==> config.mk <==
export PLATFORM = sky130hd
export DESIGN_NAME = fetch
export DESIGN_NICKNAME = d
export VERILOG_FILES = /design/src/rtl/fetch.sv
export SDC_FILE = /design/constraint.sdc
export NUM_CORES = 1
export LEC_CHECK = 0
export CELL_PAD_IN_SITES_DETAIL_PLACEMENT = 0
export CELL_PAD_IN_SITES_GLOBAL_PLACEMENT = 1
export CORE_AREA = 5 5 128 130
export DETAILED_ROUTE_END_ITERATION = 8
export DIE_AREA = 0 0 133 135
export PLACE_DENSITY = 0.9
export SETUP_SLACK_MARGIN = 0.02
export SYNTH_ARGS = -nofsm -noshare
export SYNTH_HDL_FRONTEND = slang
export SYNTH_SLANG_ARGS = --single-unit
==> constraint.sdc <==
create_clock -name clk -period 4.85 [get_ports clk]
set_clock_uncertainty 0.05 [all_clocks]
set_input_delay 1.2125 -clock clk [delete_from_list [all_inputs] [get_ports clk]]
set_output_delay 1.2125 -clock clk [all_outputs]
set_load 0.02 [all_outputs]
==> src/rtl/fetch.sv <==
// Instruction fetch: one outstanding imem read at a time, results presented to decode from a small buffer.
// Build option FETCH_SKID_BUF_EN adds a skid entry behind the output register (2-entry buffer).
module fetch #(
    parameter logic [31:0] RESET_PC = 32'h0000_0000
) (
    input  logic        clk,
    input  logic        rst,
    output logic        imem_req_o,
    output logic [31:0] imem_addr_o,
    input  logic        imem_ack_i,
    input  logic [31:0] imem_rdata_i,
    input  logic        redirect_i,
    input  logic [31:0] redirect_pc_i,
    output logic        valid_ro,
    input  logic        ready_i,
    output logic [31:0] pc_ro,
    output logic [31:0] inst_ro
);
    // Handshakes: imem_req_o/imem_addr_o hold until the cycle imem_ack_i=1 (ack only counts while
    // req is high); decode takes an instruction on any cycle with valid_ro & ready_i.
    typedef enum logic [1:0] {RUN, WAIT, DROP} state_e;

    state_e      state_q, state_d;
    logic [31:0] pc_q, pc_d;
    logic [31:0] addr_q, addr_d;
    logic        valid_q, valid_d;
    logic [31:0] out_pc_q, out_pc_d;
    logic [31:0] out_inst_q, out_inst_d;
    logic        pop;
    logic        push;
    logic        space;

`ifdef FETCH_SKID_BUF_EN
    logic        skid_valid_q, skid_valid_d;
    logic [31:0] skid_pc_q, skid_pc_d;
    logic [31:0] skid_inst_q, skid_inst_d;

    // The skid entry is only ever occupied behind a full output register.
    assign space = !skid_valid_q || ready_i;
`else
    assign space = !valid_q || ready_i;
`endif

    assign pop = valid_q && ready_i;

    always_comb begin
        state_d     = state_q;
        pc_d        = pc_q;
        addr_d      = addr_q;
        imem_req_o  = 1'b0;
        imem_addr_o = pc_q;
        push        = 1'b0;
        unique case (state_q)
            RUN: begin
                imem_req_o = space && !redirect_i;
                if (imem_req_o) begin
                    if (imem_ack_i) push = 1'b1;
                    else            state_d = WAIT;
                end
            end
            WAIT: begin
                imem_req_o = 1'b1;
                if (imem_ack_i) begin
                    push    = !redirect_i;
                    state_d = RUN;
                end else if (redirect_i) begin
                    state_d = DROP;
                end
            end
            DROP: begin
                // The stale request keeps its original address; pc_q may already point elsewhere.
                imem_req_o  = 1'b1;
                imem_addr_o = addr_q;
                if (imem_ack_i) state_d = RUN;
            end
            default: state_d = RUN;
        endcase
        if (rst) imem_req_o = 1'b0;
        if (state_q != DROP) addr_d = pc_q;
        if (push) pc_d = pc_q + 32'd4;
        if (redirect_i) pc_d = redirect_pc_i & ~32'h3;
    end

    always_comb begin
        valid_d    = valid_q;
        out_pc_d   = out_pc_q;
        out_inst_d = out_inst_q;
`ifdef FETCH_SKID_BUF_EN
        skid_valid_d = skid_valid_q;
        skid_pc_d    = skid_pc_q;
        skid_inst_d  = skid_inst_q;
`endif
        if (redirect_i) begin
            valid_d = 1'b0;
`ifdef FETCH_SKID_BUF_EN
            skid_valid_d = 1'b0;
`endif
        end else begin
            if (pop) valid_d = 1'b0;
`ifdef FETCH_SKID_BUF_EN
            if (pop && skid_valid_q) begin
                valid_d      = 1'b1;
                out_pc_d     = skid_pc_q;
                out_inst_d   = skid_inst_q;
                skid_valid_d = 1'b0;
            end
            if (push) begin
                if (!valid_d) begin
                    valid_d    = 1'b1;
                    out_pc_d   = pc_q;
                    out_inst_d = imem_rdata_i;
                end else begin
                    skid_valid_d = 1'b1;
                    skid_pc_d    = pc_q;
                    skid_inst_d  = imem_rdata_i;
                end
            end
`else
            if (push) begin
                valid_d    = 1'b1;
                out_pc_d   = pc_q;
                out_inst_d = imem_rdata_i;
            end
`endif
        end
    end

    always_ff @(posedge clk or posedge rst) begin
        if (rst) begin
            state_q    <= RUN;
            pc_q       <= RESET_PC;
            addr_q     <= RESET_PC;
            valid_q    <= 1'b0;
            out_pc_q   <= 32'd0;
            out_inst_q <= 32'd0;
        end else begin
            state_q    <= state_d;
            pc_q       <= pc_d;
            addr_q     <= addr_d;
            valid_q    <= valid_d;
            out_pc_q   <= out_pc_d;
            out_inst_q <= out_inst_d;
        end
    end

`ifdef FETCH_SKID_BUF_EN
    always_ff @(posedge clk or posedge rst) begin
        if (rst) begin
            skid_valid_q <= 1'b0;
            skid_pc_q    <= 32'd0;
            skid_inst_q  <= 32'd0;
        end else begin
            skid_valid_q <= skid_valid_d;
            skid_pc_q    <= skid_pc_d;
            skid_inst_q  <= skid_inst_d;
        end
    end
`endif

    assign valid_ro = valid_q;
    assign pc_ro    = out_pc_q;
    assign inst_ro  = out_inst_q;

endmodule

# == After elaboration in Yosys (flattened, before gate mapping) ==
# Index checks and enable logic that the tools add are counted.
# totals
register_bits,131
# classes
n_addsub,1
n_eq_ne,7
muxes,18
bitwise,1
reduce_logical,11
# ops
cell,count
2-to-1 mux 32 bit,3
"adder 32 x 3 -> 32 bit, second input constant",1
2-to-1 mux 2 bit,5
"inequality test 2 bit, second input constant",4
2-to-1 mux 1 bit,7
case mux 2 bit (3 select lines),1
case mux 1 bit (2 select lines),2
AND reduction 4 bit,1
"inequality test 3 bit, second input constant",1
nonzero test 3 bit,1
"== test 2 x 1 -> 1 bit, second input constant",1
"== test 2 bit, second input constant",1
logical AND 1 bit,2
logical NOT 1 bit,2
logical NOT 2 bit,1
AND reduction 2 bit,1
nonzero test 2 bit,1
OR reduction 2 bit,1
logical OR 1 bit,1
NOT 1 bit,1

# == Longest topological paths before layout ==
# Gate-level depths: netlist of the first run.
# depth
ltp_word,7
ltp_mapped,7
mapped_depth_nobuf,6

# == Worst setup path before layout of the first run ==
# No wires, ideal clock.
# synth_timing
kind,input port to output port
from,in redirect_i
to,out imem_req_o
arrival_time_ns,2.309
required_ns,3.588
setup_slack_ns,1.279
stages,5
n_path_buf,2
cell_sequence,clkbuf_1 > inv_1 > clkbuf_1 > a31oi_1 > nor3_1
# synth_via
elab_chain_len,4
# synth_rtl
element,line_no,rtl
"start, declared",12,"input logic redirect_i,"
logical NOT 1 bit,55,imem_req_o = space && !redirect_i;
logical AND 1 bit,55,
case mux 1 bit (2 select lines),53,unique case (state_q)
2-to-1 mux 1 bit,78,if (rst) imem_req_o = 1'b0;
"end, declared",8,"output logic imem_req_o,"
# Every way passes these cells.

# == Worst setup path in the final report of the first run ==
# layout_timing
from,in ready_i
to,out imem_req_o
# layout_via
elab_chain_len,4
# layout_rtl
element,line_no,rtl
"start, declared",15,"input logic ready_i,"
logical OR 1 bit,41,assign space = !valid_q || ready_i;
logical AND 1 bit,55,
case mux 1 bit (2 select lines),53,
2-to-1 mux 1 bit,78,
# Every way passes these cells.

==> reports/metrics.yaml, run 1 <==
run_status:
  run_status: "finished clean"
clock_tree:
  post_cts_resized: 0
  cts_htree_levels: 4
  ctsLongestPathBuffers: 2
  clk_pin_slew_worst_paths_ns: 0.05
  clock-sinks: 125
  cts_setup_buffers: 0
  cts_tree: "built"
  clkLatencyLatePin_ns: 0.41
  hold_buffers: 0
  cts_inserted_buffers: 17
  cts_root_buf: "clkbuf_16"
logic_synthesis:
  synth_area_leaders: "dfrtp_1, mux2_2, mux2_1"
  synth-seq-cells: 125
  synth_cells: 431
  ys.flop_type: "dfrtp_1"
  synth_top_cell_area_share: 0.574
  yosysMostFrequentCell: "dfrtp_1"
  synth_top_cell_by_area: "dfrtp_1"
  yosysSeqAreaShare: 0.574
  yosysUniqueCellTypes: 43
  synth_area_per_cell_um2: 12.7
  synth-edff-count: 0
  synth_commonest_cells: "dfrtp_1, mux2_2, nand2_1"
  netlist_area_um2: 5450
  yosysWarnings: 0
  synthArstFlopShare: 1.00
cells_and_area:
  n_antenna_cell: 0
  drive_above_1_share: 0.210
  syn2layout_area_growth_pct: 44.3
  nets: 664
sta:
  min_period_ns: 4.04
  max_freq_mhz: 247
  setup_tns_ns: 0
  fin_crit_sh: 0.833
  relSlewSlack: 0.267
  rsz0062_at_grt: "no"
  worst_slew_pin_slew_ns: 1.10
  hold_viol_final: 0
  whs_ns: 0.437
  maxSlewViolCount: 0
  finalSetupViolCount: 0
min_path:
  hold_class: "register to register"
grt:
  antenna_found_initial: 1
  grt_pass1_vias: 4386
  grt_max_degree: 126
  overflow: 0
  grt_pass1_wl_mm: 22.9
  grt_use_total: 0.161
drt:
  avgViaCountPerCell: 4.97
  drt_pass1_iterations: 4
  drc: 0
  ant_nets: 0
  routedWlPerCell_um: 17.7
  routed_wl_mm: 13.9
  drt_iter0_drc: 185
  num_vias: 3920
critical_path:
  critical_path_required_ns: 3.59
  path_max_fanout: 5
  cp-start-kind: "input port"
  r2r_slack_ns: 2.25
  worst-setup-path-type: "input port to primary output"
  endpoint_kind: "primary output"
  crit_arrival_ns: 2.78
power:
  power_density_nw_per_um2: 625
  max-vdd-ir-drop_uv: 305
  power.leakage_nw: 3.21
place:
  dp_hpwl_mm: 9.70
  place_congestion: 0.744
  io_buffers: 160
die:
  core_um2: 15000
  dieArea_um2: 18000
  boundaryPins: 167
  rows: 45
  die_w_um: 133
  start_util: 0.363
  die_h_um: 135
job:
  max-cap-violations: 0
-- worst max-delay path, cell delays in order --
cell and delay [ns]:
clkdlybuf4s50_1 0.45, nand2b_1 0.19, a31oi_1 0.12, nor3_1 0.15
clkdlybuf4s50_1 0.66
-- cell families after synthesis --
kind of cell             after synthesis  share of synthesized area
flip-flops                           125                      0.574
AND/OR/NAND/NOR                      107                      0.111
multiplexers                          94                      0.194
AO/OA/AOI/OAI                         40                     0.0404
buffers and inverters                 33                     0.0271
XOR/XNOR                              26                     0.0418
adder cells (fa/ha/maj)                5                     0.0115
other                                  1                   0.000688
-- layer usage --
metal	up-vias	track usage	routed length [um]
met1	1952	0.190	5770
met4	2	0.0531	206
met2	112	0.273	7030
met5	-	0	13
li1	1837	-	-
met3	17	0.0589	922
-- power by group --
group / internal, mW / total (mW) / switching (mW)
combinational: 0.990 / 1.93 / 0.945
clock: 0.935 / 1.37 / 0.434
sequential: 1.41 / 1.62 / 0.208
-- cell usage in the layout (no fill, tap or decap), types with 2 or more instances in the layout --
master and instances:
and3_1 5, clkdlybuf4s50_1 159, clkbuf_8 6, mux2_1 13, or2_2 2, nand4_1 15
nor3_1 6, conb_1 4, buf_4 3, nand2_1 35, o21ai_1 9, o31ai_1 2
and2_1 5, clkbuf_16 17, nor4_2 2, nor4_1 7, mux2_2 80, xnor2_1 13
or4_1 2, dfrtp_1 125, a21oi_1 3, inv_1 5, xor2_1 13, a31oi_1 4
clkinv_2 2, nor2_1 6, bufinv_16 4, ha_1 4, o21ai_0 19, and4_1 2
nand3_1 9
-- state kept, by name (all words and copies together), names as in the netlist --
register and flops:
pc_q 30, state_q 2, valid_ro 1, addr_q 30, pc_ro 30, inst_ro 32
-- through the flow --
stage          instances  power [mW]  setup WS (ns)   util  instance area [um^2]
2_1_floorplan        434        2.64          0.260      -                  5460
3_3_place_gp         759        3.53          0.778  0.481                  7230
3_5_place_dp         759        3.59          0.780  0.481                  7230
4_1_cts              789        4.99          0.775  0.524                  7870
5_1_grt              789        5.17          0.709  0.524                  7870
6_report             789        4.92          0.808  0.524                  7870
-- worst paths after layout --
kind | startpoint | to | cells past startpoint
worst min register to register | inst_ro[10] | inst_ro[10] | 1
worst max register to register | state_q[0] | inst_ro[14] | 8
worst min-delay path | inst_ro[10] | inst_ro[10] | 1
min in group asynchronous | rst | inst_ro[9] | 2
max in group asynchronous | rst | pc_q[21] | 2
worst max-delay path | ready_i | imem_req_o | 5
-- area by class of cell --
cell class                      count  area (um^2)
Inverter                            6         27.5
Clock inverter                      6          130
Sequential cell                   125         3130
Timing Repair Buffer              164         1640
Clock buffer                       24          512
Fill cell                        1282         7160
Multi-Input combinational cell    276         2200
Tap cell                          188          235
No activity file was read; power rests on OpenSTA's default activity.
==> inputs of run 2 (changes only) <==
CORE_AREA = 5 5 135 137   (was 5 5 128 130)
DIE_AREA = 0 0 140 142   (was 0 0 133 135)
PLACE_DENSITY = 0.86   (was 0.9)
clock period = 3.5 ns   (was 4.85 ns; I/O delays follow)
==> run 2 against run 1 <==
Critical path type unchanged. Clock power up 59%. Register-to-register slack got worse by 1.3 ns. Largest cell class unchanged. Sequential power grew 38%.
==> reports/metrics.yaml, run 2 (synthesized netlist as in run 1, its figures left out) <==
sta:
  whs_ns: 0.434  # was 0.437 ns
  setup_tns_ns: 0  # unchanged
  worst_slew_pin_slew_ns: 1.20  # was 1.10 ns
  hold_viol_final: 0  # unchanged
  rsz0062_at_grt: "no"  # unchanged
  max_freq_mhz: 298
  maxSlewViolCount: 0  # unchanged
  finalSetupViolCount: 0  # unchanged
  fin_crit_sh: 0.958
  min_period_ns: 3.35
  relSlewSlack: 0.203  # was 0.267
min_path:
  worstHoldEndpoint: "inst_ro[17]"  # was inst_ro[10]
  hold_class: "register to register"  # unchanged
  hold_start: "inst_ro[17]"  # was inst_ro[10]
  min_path_cells: 1  # unchanged
grt:
  overflow: 0  # unchanged
  grt_pass1_wl_mm: 22.7  # was 22.9 mm
  antenna_found_initial: 0  # was 1
  grt_use_total: 0.145  # was 0.161
  grt_pass1_vias: 4273  # was 4,386
  grt_max_degree: 78  # was 126
die:
  start_util: 0.322  # was 0.363
  die_w_um: 140  # was 133 um
  dieArea_um2: 19900  # was 18,000 um^2
  die_h_um: 142  # was 135 um
  boundaryPins: 167  # unchanged
  rows: 48  # was 45
  core_um2: 16900  # was 15,000 um^2
drt:
  drc: 0  # unchanged
  num_vias: 3937  # was 3,920
  avgViaCountPerCell: 4.71  # was 4.97
  routedWlPerCell_um: 17.0  # was 17.7 um
  routed_wl_mm: 14.2  # was 13.9 mm
  ant_nets: 0  # unchanged
  drt_pass1_iterations: 4  # unchanged
  drt_iter0_drc: 170  # was 185
cells_and_area:
  syn2layout_area_growth_pct: 48.5  # was 44.3%
  layout_common_cells: "clkdlybuf4s50_1, dfrtp_1, mux2_2"  # unchanged
  n_antenna_cell: 0  # unchanged
  drive_above_1_share: 0.223  # was 0.210
  largest_reg_flops: 32  # unchanged
  fin_area_um2: 8100  # was 7870 um^2
  mostFrequentLayoutCell: "clkdlybuf4s50_1"  # unchanged
  nets: 672  # was 664
critical_path:
  r2r_slack_ns: 0.99  # was 2.25 ns
  crit_arrival_ns: 2.43  # was 2.78 ns
  critical_path_required_ns: 2.57  # was 3.59 ns
  path_max_fanout: 2  # was 5
  worst-setup-path-type: "input port to primary output"  # unchanged
  endpoint_kind: "primary output"  # unchanged
  cp-start-kind: "input port"  # unchanged
  r2r_cells: 6  # was 8
  r2r-start: "state_q[0]"  # unchanged
  rr_endpoint: "pc_q[15]"  # was inst_ro[14]
power:
  power.switching_mw: 2.21  # was 1.59 mW
  max-vdd-ir-drop_uv: 377  # was 305 uV
  power_density_nw_per_um2: 878  # was 625 nW/um^2
  p_int_mw: 4.89  # was 3.33 mW
  swShare: 0.312  # was 0.323
  power.leakage_nw: 3.29  # was 3.21 nW
  clkPwrFrac: 0.306  # was 0.278
  power_frac_comb: 0.379  # was 0.393
  seq_power_share: 0.315  # was 0.329
place:
  io_buffers: 160  # unchanged
  dp_hpwl_mm: 10.4  # was 9.70 mm
  postPlaceCellArea_um2: 7350  # was 7230 um^2
  place_congestion: 0.781  # was 0.744
clock_tree:
  cts_setup_buffers: 0  # unchanged
  hold_buffers: 0  # unchanged
  clk_pin_slew_worst_paths_ns: 0.05  # about the same
  cts_inserted_buffers: 17  # unchanged
  cts_tree: "built"  # unchanged
  cts_htree_levels: 4  # unchanged
  clock-sinks: 125  # unchanged
  cts_root_buf: "clkbuf_16"  # unchanged
  ctsLongestPathBuffers: 2  # unchanged
  clkLatencyLatePin_ns: 0.41  # about the same
job:
  max-cap-violations: 0  # unchanged
run_status:
  run_status: "finished clean"  # unchanged
## run 2: power groups by stage
| stage | clock network (mW) | registers, mW | logic, mW |
|---|---|---|---|
| global route | 2.29 | 2.30 | 2.85 |
| CTS | 2.23 | 2.25 | 2.73 |
| floorplan | 0 | 2.65 | 1.00 |
| finish | 2.18 | 2.24 | 2.69 |
| detailed placement | 0 | 2.26 | 2.72 |
| global placement | 0 | 2.23 | 2.67 |
## run 2: area by class of cell
cell class | instances | area (um^2)
inverters | 6 | 26.3
repair buffers | 172 | 1710
clock buffers | 22 | 484
clock inverters | 10 | 255
multi-input cells | 276 | 2210
fillers | 1509 | 8840
well taps | 225 | 282
flip-flops and latches | 125 | 3130
## run 2: worst max-delay path by stage
stage | start | slack [ns] | end
3_5_place_dp | ready_i | 0.12 | pc_q[15]
5_1_grt | ready_i | 0.07 | imem_req_o
6_report | ready_i | 0.15 | imem_req_o
2_1_floorplan | redirect_i | 0.60 | imem_req_o
3_3_place_gp | ready_i | 0.09 | pc_q[15]
4_1_cts | state_q[0] | 0.02 | imem_addr_o[6]
## run 2: stage by stage
stage	setup slack, ns	total power, mW	instances	utilization
after global routing	0.0651	7.45	836	0.478
after floorplan	0.604	3.65	434	-
after global placement	0.0927	4.90	804	0.434
after CTS	0.0210	7.21	836	0.477
final	0.147	7.11	836	0.478
after detailed placement	0.116	4.99	804	0.434
## run 2: metal layers
| metal | track usage | wire length, um | part of all wire | vias to the layer above |
|---|---|---|---|---|
| li1 | - | - | - | 1861 |
| met1 | 0.174 | 5810 | 0.41 | 1955 |
| met2 | 0.250 | 7340 | 0.52 | 109 |
| met3 | 0.0514 | 877 | 0.062 | 12 |
| met4 | 0.0377 | 165 | 0.012 | 0 |
| met5 | 0 | 0 | 0 | - |
## run 2: timing repair
item,in CTS,in global routing
endpoints found under the hold margin,0,0
gates resized for setup,0,1
endpoints found under the setup margin,0,19
## run 2: critical path, stage by stage
cell             delay (ns)
clkdlybuf4s50_1        0.48
nand2b_1               0.13
a31oi_1                0.10
nor3_1                 0.16
clkdlybuf4s50_1        0.68
